## src/rtl/alu_op_issue.sv

```systemverilog
// ID/EX issue slot: encodes RV32I instructions into the ALU op/operand interface and
// holds one op in a valid/ready slot. Define ALU_ISSUE_ILLEGAL_TRAP_EN to flag illegal ops.
module alu_op_issue #(
  parameter int unsigned XLEN  = 32,
  parameter int unsigned CNT_W = 16
) (
  input  logic             clk,
  input  logic             reset,
  input  logic             in_valid,
  output logic             in_ready,
  input  logic [31:0]      in_inst,
  input  logic [XLEN-1:0]  in_pc,
  input  logic [XLEN-1:0]  in_rs1_data,
  input  logic [XLEN-1:0]  in_rs2_data,
  input  logic [XLEN-1:0]  in_imm,
  input  logic             flush,
  output logic             out_valid,
  input  logic             out_ready,
  output logic [3:0]       out_alu_op,
  output logic [XLEN-1:0]  out_alu_in_1,
  output logic [XLEN-1:0]  out_alu_in_2,
  output logic [XLEN-1:0]  out_store_data,
  output logic             out_is_branch,
  output logic             out_illegal,
  output logic [CNT_W-1:0] issue_count
);

  typedef enum logic [3:0] {
    OP_NOP = 4'b0000, OP_ADD = 4'b0001, OP_SUB = 4'b0010, OP_SLL = 4'b0011,
    OP_XOR = 4'b0100, OP_SRL = 4'b0101, OP_OR  = 4'b0110, OP_AND = 4'b0111,
    OP_BEQ = 4'b1000, OP_BNE = 4'b1001, OP_BLT = 4'b1010, OP_BGE = 4'b1011
  } alu_op_e;

  logic [6:0] opcode;
  logic [2:0] f3;
  logic       f7b5;
  logic       unused_inst_bits;

  assign opcode = in_inst[6:0];
  assign f3     = in_inst[14:12];
  assign f7b5   = in_inst[30];
  assign unused_inst_bits = ^{in_inst[31], in_inst[29:15], in_inst[11:7]};

  alu_op_e         dec_op;
  logic [XLEN-1:0] dec_in1, dec_in2, dec_store;
  logic            dec_illegal;

  always_comb begin
    dec_op      = OP_NOP;
    dec_in1     = '0;
    dec_in2     = '0;
    dec_store   = '0;
    dec_illegal = 1'b0;
    unique case (opcode)
      7'b0110011, 7'b0010011: begin
        dec_in1 = in_rs1_data;
        dec_in2 = (opcode == 7'b0110011) ? in_rs2_data : in_imm;
        case (f3)
          3'b000:  dec_op = (opcode == 7'b0110011 && f7b5) ? OP_SUB : OP_ADD;
          3'b001:  dec_op = OP_SLL;
          3'b100:  dec_op = OP_XOR;
          3'b101:  if (f7b5) dec_illegal = 1'b1; else dec_op = OP_SRL;
          3'b110:  dec_op = OP_OR;
          3'b111:  dec_op = OP_AND;
          default: dec_illegal = 1'b1;
        endcase
      end
      7'b0000011, 7'b0100011: begin
        dec_op    = OP_ADD;
        dec_in1   = in_rs1_data;
        dec_in2   = in_imm;
        dec_store = in_rs2_data;
      end
      7'b1100011: begin
        dec_in1 = in_rs1_data;
        dec_in2 = in_rs2_data;
        case (f3)
          3'b000:  dec_op = OP_BEQ;
          3'b001:  dec_op = OP_BNE;
          3'b100:  dec_op = OP_BLT;
          3'b101:  dec_op = OP_BGE;
          default: dec_illegal = 1'b1;
        endcase
      end
      7'b1101111, 7'b1100111: begin
        dec_op  = OP_ADD;
        dec_in1 = in_pc;
        dec_in2 = XLEN'(4);
      end
      7'b0110111: begin
        dec_op  = OP_ADD;
        dec_in2 = in_imm;
      end
      7'b0010111: begin
        dec_op  = OP_ADD;
        dec_in1 = in_pc;
        dec_in2 = in_imm;
      end
      7'b1110011: dec_op = OP_NOP;
      default:    dec_illegal = 1'b1;
    endcase
    // Illegal encodings always issue as a zero-operand NOP.
    if (dec_illegal) begin
      dec_op    = OP_NOP;
      dec_in1   = '0;
      dec_in2   = '0;
      dec_store = '0;
    end
  end

  logic             valid_q, valid_d;
  alu_op_e          op_q, op_d;
  logic [XLEN-1:0]  in1_q, in1_d, in2_q, in2_d, store_q, store_d;
  logic             illegal_q, illegal_d;
  logic [CNT_W-1:0] cnt_q, cnt_d;
  logic             accept, consume;

  assign in_ready = !valid_q || out_ready;
  assign accept   = in_valid && in_ready && !flush;
  assign consume  = valid_q && out_ready;

  always_comb begin
    valid_d   = valid_q;
    op_d      = op_q;
    in1_d     = in1_q;
    in2_d     = in2_q;
    store_d   = store_q;
    illegal_d = illegal_q;
    cnt_d     = cnt_q;
    if (flush) begin
      valid_d   = 1'b0;
      op_d      = OP_NOP;
      illegal_d = 1'b0;
    end else if (accept) begin
      valid_d = 1'b1;
      op_d    = dec_op;
      in1_d   = dec_in1;
      in2_d   = dec_in2;
      store_d = dec_store;
`ifdef ALU_ISSUE_ILLEGAL_TRAP_EN
      illegal_d = dec_illegal;
`else
      illegal_d = 1'b0;
`endif
      cnt_d = cnt_q + 1'b1;
    end else if (consume) begin
      valid_d   = 1'b0;
      illegal_d = 1'b0;
    end
  end

  always_ff @(posedge clk or posedge reset) begin
    if (reset) begin
      valid_q   <= 1'b0;
      op_q      <= OP_NOP;
      in1_q     <= '0;
      in2_q     <= '0;
      store_q   <= '0;
      illegal_q <= 1'b0;
      cnt_q     <= '0;
    end else begin
      valid_q   <= valid_d;
      op_q      <= op_d;
      in1_q     <= in1_d;
      in2_q     <= in2_d;
      store_q   <= store_d;
      illegal_q <= illegal_d;
      cnt_q     <= cnt_d;
    end
  end

  assign out_valid      = valid_q;
  assign out_alu_op     = op_q;
  assign out_alu_in_1   = in1_q;
  assign out_alu_in_2   = in2_q;
  assign out_store_data = store_q;
  assign out_is_branch  = op_q[3];
  assign out_illegal    = illegal_q;
  assign issue_count    = cnt_q;

endmodule

```

## config.mk

```make
export PLATFORM = sky130hd
export DESIGN_NAME = alu_op_issue
export DESIGN_NICKNAME = d
export VERILOG_FILES = /design/src/rtl/alu_op_issue.sv
export SDC_FILE = /design/constraint.sdc
export NUM_CORES = 1
export LEC_CHECK = 0
export BUFFER_PORTS_ARGS = -buffer_cell sky130_fd_sc_hd__buf_2
export CAP_MARGIN = 20
export CORE_MARGIN = 2
export CORE_UTILIZATION = 35
export DETAILED_ROUTE_END_ITERATION = 7
export HOLD_SLACK_MARGIN = 0.06
export PLACE_DENSITY_LB_ADDON = 0.2
export SLEW_MARGIN = 20
export SYNTH_ARGS = -nofsm -noshare
export SYNTH_HDL_FRONTEND = slang
export SYNTH_SLANG_ARGS = --single-unit
```

## constraint.sdc

```tcl
create_clock -name clk -period 5.7 [get_ports clk]
set_input_delay 0.57 -clock clk [delete_from_list [all_inputs] [get_ports clk]]
set_output_delay 0.57 -clock clk [all_outputs]
set_load 0.01 [all_outputs]
```

==> impl_metrics.yaml, run 1 <==
status:
  status: "finished, final reports clean"
placed_design:
  placedCellCount: 893
  dp_hpwl_um: 10900
  port_buffers: 262
  routabilityCongestion: 0.815
synthesis:
  synth_cell_type_count: 46
  ys_ff_latch: 117
  postSynthCellCount: 477
  syn_area_per_cell_um2: 10.7
  syn_nets: 643
  synth_ff_type: "dfrtp_1"
  synth_area_leader_cell: "dfrtp_1"
  synth_top_area_share: 0.572
  synth.area.top_cells: "dfrtp_1, a22oi_1, o21ai_0, nand2_1, a22o_2"
  async_reset_ff_frac: 1.00
  ys_seq_area_frac: 0.572
  syn-cell-area_mm2: 0.00512
  ys_warn_count: 0
  synth_edf_count: 0
cells_and_area:
  drive_gt1_frac: 0.445
  seq_area_mm2: 0.00293
  layout.cells.non_filler: 926
  fillers: 1352
  fin_nets: 895
  multi_input_area_mm2: 0.00201
  final_common_cell: "buf_2"
  n_antenna_cell: 0
  area_growth_pct: 40.5
  final_cell_mix: "buf_2, dfrtp_1, nand2_1"
worst_setup_path:
  rr_endpoint: "out_store_data[23]"
  cp-end-kind: "register"
  path_class: "register to register"
  crit_required_ns: 6.03
  r2r_slack_ns: 3.35
  rr_startpoint: "out_valid"
  crit_arrival_ns: 2.68
  cp_max_fo: 40
  rr_worst_depth: 7
  start_kind: "register"
global_routing:
  grt_max_degree: 79
  grt_pass1_wl_um: 25200
  antenna_found_initial: 1
  grt_overflow: 0
  grt_pass1_vias: 4898
  grt_usage: 0.200
timing:
  fin_tns_setup_ns: 0
  hold_viol: 0
  finClkSkew_ns: 0.00708
  drv_slew: 0
  fin_crit_sh: 0.412
  fmax_mhz: 426
  relSlewSlack: 0.442
  period_needed_ns: 2.35
  rsz0062_at_grt: "no"
  tightest_slew_ns: 0.838
  setup-violations-final: 0
die:
  die_h_um: 125
  die_area_mm2: 0.0156
  rows: 44
  core_mm2: 0.0144
  pin_count: 285
  start_util: 0.355
  die_x_um: 125
routing:
  wl_per_cell_um: 16.6
  firstDrtPassIters: 4
  ant_nets: 0
  vias: 4798
  drtIter0Drc: 273
  drt-vias-per-instance: 5.18
  drc: 0
  wirelength_um: 15400
clock_network:
  cts_setup_buffers: 0
  cts_hold_buf: 0
  clkSlewWorstSetupHoldPaths_ns: 0.06
  clockBufferDepth: 2
  cts_buffers: 17
  cts_resized: 0
  htree_levels: 4
  clockRootBuffer: "clkbuf_16"
  clock-sinks: 117
  cts_tree: "built"
  clkLatencyLatePin_ns: 0.41
power_and_ir_drop:
  powerDensity_mw_per_mm2: 305
  vdd_ir_drop_max_v: 0.000189
  finalPower_w: 0.00219
  leakagePower_nw: 3.68
job:
  cap_violations: 0
worst_hold_path:
  hold_class: "primary input to asynchronous set/reset pin"
worst max-delay path, stage by stage, from the launching register on:
cell and delay (ns):
dfrtp_1 0.38, nand2b_1 0.17, nand3b_1 0.12, buf_4 0.28, a211o_1 0.36, a2111oi_4 0.29, buf_4 0.41, a22o_1 0.21
flip-flops by register name (all words and copies together) (netlist names):
signal          cells
issue_count        16
out_alu_in_1       32
out_alu_in_2       32
out_alu_op          4
out_store_data     32
out_valid           1
cells by family (layout without fill, tap and decap cells):
| family | after synthesis | after routing | share of synthesized area |
|---|---|---|---|
| compound gates | 182 | 182 | 0.246 |
| mux | 1 | 1 | 0.00220 |
| other cells | 1 | 1 | 0.000733 |
| flops | 117 | 117 | 0.572 |
| buf+inv | 43 | 308 | 0.0398 |
| simple gates | 116 | 116 | 0.109 |
| fa+ha+maj | 1 | 1 | 0.00244 |
| xor+xnor | 16 | 16 | 0.0274 |
stage by stage:
step                area [um2]   util  hold WS (ns)  setup WS (ns)
floorplan                 5120      -         0.507           2.03
global placement          6550  0.454         0.459           2.96
detailed placement        6550  0.454         0.465           2.81
CTS                       7170  0.497         0.328           3.24
global route              7190  0.499         0.219           3.24
finish                    7190  0.499         0.186           3.35
area by class of cell:
class / count / share of cell area
Inverter: 6 / 0.00348
Sequential cell: 117 / 0.407
Multi-Input combinational cell: 317 / 0.279
Tap cell: 184 / 0.0320
Clock inverter: 9 / 0.0209
Timing Repair Buffer: 270 / 0.192
Clock buffer: 23 / 0.0651
power by group:
group / total [W] / internal, W / switching [W]
Combinational: 0.000192 / 0.0000851 / 0.000107
Sequential: 0.000886 / 0.000855 / 0.0000310
Clock: 0.00112 / 0.000752 / 0.000363
Total: 0.00219 / 0.00169 / 0.000501
metal layers:
layer / vias to the layer above / GRT usage / part of all wire
met2: 202 / 0.337 / 0.48
met4: 2 / 0.0810 / 0.023
li1: 2243 / - / -
met5: - / 0 / 0.00084
met3: 29 / 0.0569 / 0.072
met1: 2322 / 0.244 / 0.42
how the worst max path moves through the flow:
| stage | startpoint | end | slack (ns) | cells after the start |
|---|---|---|---|---|
| global placement | in_inst[6] | out_alu_in_1[23] | 2.96 | 6 |
| floorplan | reset | issue_count[0] | 2.03 | 1 |
| CTS | in_inst[6] | out_alu_in_1[3] | 3.24 | 6 |
| global route | out_valid | out_alu_in_2[26] | 3.24 | 6 |
| finish | out_valid | out_store_data[23] | 3.35 | 7 |
| detailed placement | in_inst[6] | out_alu_in_1[21] | 2.81 | 6 |
cells in the mapped netlist (3+ instances only):
library cell / instances
nand3b_1: 3
nand2_1: 74
xor2_1: 5
dfrtp_1: 117
o21ai_1: 3
nor4_1: 3
buf_4: 3
a22oi_1: 63
inv_1: 6
a22o_1: 16
a21oi_1: 6
clkbuf_1: 24
buf_6: 3
a22o_2: 16
buf_2: 3
xnor2_1: 11
nand3_1: 8
o21ai_0: 68
nand2b_1: 4
nor2b_1: 3
nor2_1: 3
clkbuf_2: 4
nand4_1: 3
Note: power is estimated with default switching activity, not from simulation.
==> run 2, diff against run 1 <==
==> constraint.sdc (replaced) <==
create_clock -name clk -period 2.29 [get_ports clk]
set_input_delay 0.229 -clock clk [delete_from_list [all_inputs] [get_ports clk]]
set_output_delay 0.229 -clock clk [all_outputs]
set_load 0.01 [all_outputs]
==> run 2 against run 1 <==
Via count is 1.5% higher. Combinational power rose to 2.7 times the previous value. Register-to-register slack got worse by 3.0 ns. Worst hold slack got worse by 0.11 ns. Wire length grew 1.0%. Final cell count grew 4.2%. Clock power grew 120%. Sequential cell count unchanged. Highest routed layer is now met4.
==> impl_metrics.yaml, run 2 (synthesis gave the netlist of run 1 again) <==
timing:
  period_needed_ns: 1.99
  fin_tns_setup_ns: 0
  fin_crit_sh: 0.870
  drv_slew: 0
  relSlewSlack: 0.568
  finClkSkew_ns: 0.00705
  hold_viol: 0
  whs_ns: 0.0782
  rsz0062_at_grt: "no"
  tightest_slew_ns: 0.642
  timing.final.ws_setup_ns: 0.297
  fmax_mhz: 502
  setup-violations-final: 0
worst_hold_path:
  hold_class: "primary input to register"
  hold_path_depth: 2
clock_network:
  htree_levels: 4
  cts_resized: 0
  clockRootBuffer: "clkbuf_16"
  clock-sinks: 117
  clockBufferDepth: 2
  cts_tree: "built"
  clkSlewWorstSetupHoldPaths_ns: 0.05
  cts_buffers: 17
  clkLatencyLatePin_ns: 0.42
worst_setup_path:
  cpPeakStageDelay_ns: 0.58
  start_kind: "primary input"
  rr_worst_depth: 6
  path_class: "primary input to register"
  crit_required_ns: 2.59
  crit_slowest_cell: "nor4_1"
  crit_arrival_ns: 2.29
  cp-end-kind: "register"
  crit_chain: "dlygate4sd3_1, buf_2, nand3b_1, buf_4, nor4_1, nand3_1, xnor2_1"
  cp_max_fo: 5
die:
  die_x_um: 125
  start_util: 0.355
  die_h_um: 125
  rows: 44
  core_mm2: 0.0144
  die_area_mm2: 0.0156
  pin_count: 285
cells_and_area:
  fin_nets: 934
  fillers: 1339
  layout.cells.non_filler: 965
  n_antenna_cell: 0
  area_growth_pct: 47.0
  drive_gt1_frac: 0.428
  final_common_cell: "buf_2"
  final_cell_mix: "buf_2, dfrtp_1, nand2_1"
routing:
  firstDrtPassIters: 4
  drt-vias-per-instance: 5.05
  ant_nets: 0
  drtIter0Drc: 156
  wl_per_cell_um: 16.1
  drc: 0
  vias: 4869
  wirelength_um: 15600
placed_design:
  dp_hpwl_um: 11000
  place_ws_ns: 0.280
  port_buffers: 262
  placedCellCount: 899
  routabilityCongestion: 0.815
global_routing:
  grt_usage: 0.207
  grt_max_degree: 70
  antenna_found_initial: 0
  grt_pass1_wl_um: 25800
  grt_pass1_vias: 5020
  grt_overflow: 0
power_and_ir_drop:
  powerDensity_mw_per_mm2: 695
  leakagePower_nw: 3.81
  vdd_ir_drop_max_v: 0.000450
status:
  status: "finished, final reports clean"
job:
  cap_violations: 0
==> run 2: cell count changes in the layout (fill, tap and decap cells not counted), moves of 2 or more <==
cell | previous run | this run
buf_4 | 7 | 10
clkinvlp_4 | 2 | 4
clkbuf_8 | 2 | 0
buf_12 | 1 | 3
dlygate4sd3_1 | 0 | 34
bufinv_16 | 4 | 2
clkinv_2 | 3 | 5
==> run 2: final timing paths <==
kind / slack, ns / startpoint / end
min reg2reg: 0.47 / out_alu_in_1[10] / out_alu_in_1[10]
max in group asynchronous: 1.28 / reset / out_alu_in_1[3]
min in group asynchronous: 0.45 / reset / out_store_data[26]
max: 0.30 / flush / issue_count[15]
max reg2reg: 0.32 / out_valid / issue_count[15]
min: 0.08 / in_rs2_data[27] / out_store_data[27]
==> run 2: area by class of cell <==
class                           instances  area, um2  area share
Sequential cell                       117       2930       0.389
Multi-Input combinational cell        317       2000       0.266
Timing Repair Buffer                  309       1790       0.237
Clock buffer                           22        444      0.0590
Tap cell                              184        230      0.0306
Clock inverter                         10        108      0.0143
Inverter                                6       26.3     0.00349
==> run 2: critical path: cells and delay by family <==
family                 cells  cell delay [ns]
XOR/XNOR                   1             0.16
buffers and inverters      3             0.91
AND/OR/NAND/NOR            3             1.01
==> run 2: layer usage <==
metal	routed length [um]	GRT usage
met5	0	0
met4	448	0.0902
met3	1070	0.0616
met2	7380	0.332
met1	6660	0.261
==> run 2: what timing repair did <==
item,in CTS,in global routing
hold endpoints to repair,111,0
hold buffers,34,0
setup buffers,0,0
setup endpoints to repair,0,0
==> run 2: metrics by stage <==
step	power [W]	cell area, um2	utilization
6_report	0.00523	7520	0.522
5_1_grt	0.00546	7520	0.522
4_1_cts	0.00529	7520	0.522
3_5_place_dp	0.00272	6630	0.460
3_3_place_gp	0.00270	6630	0.460
2_1_floorplan	0.00245	5120	-
==> run 2: power breakdown <==
group          switching (W)  internal (W)
sequential         0.0000703       0.00213
combinational       0.000273      0.000253
clock               0.000915       0.00159
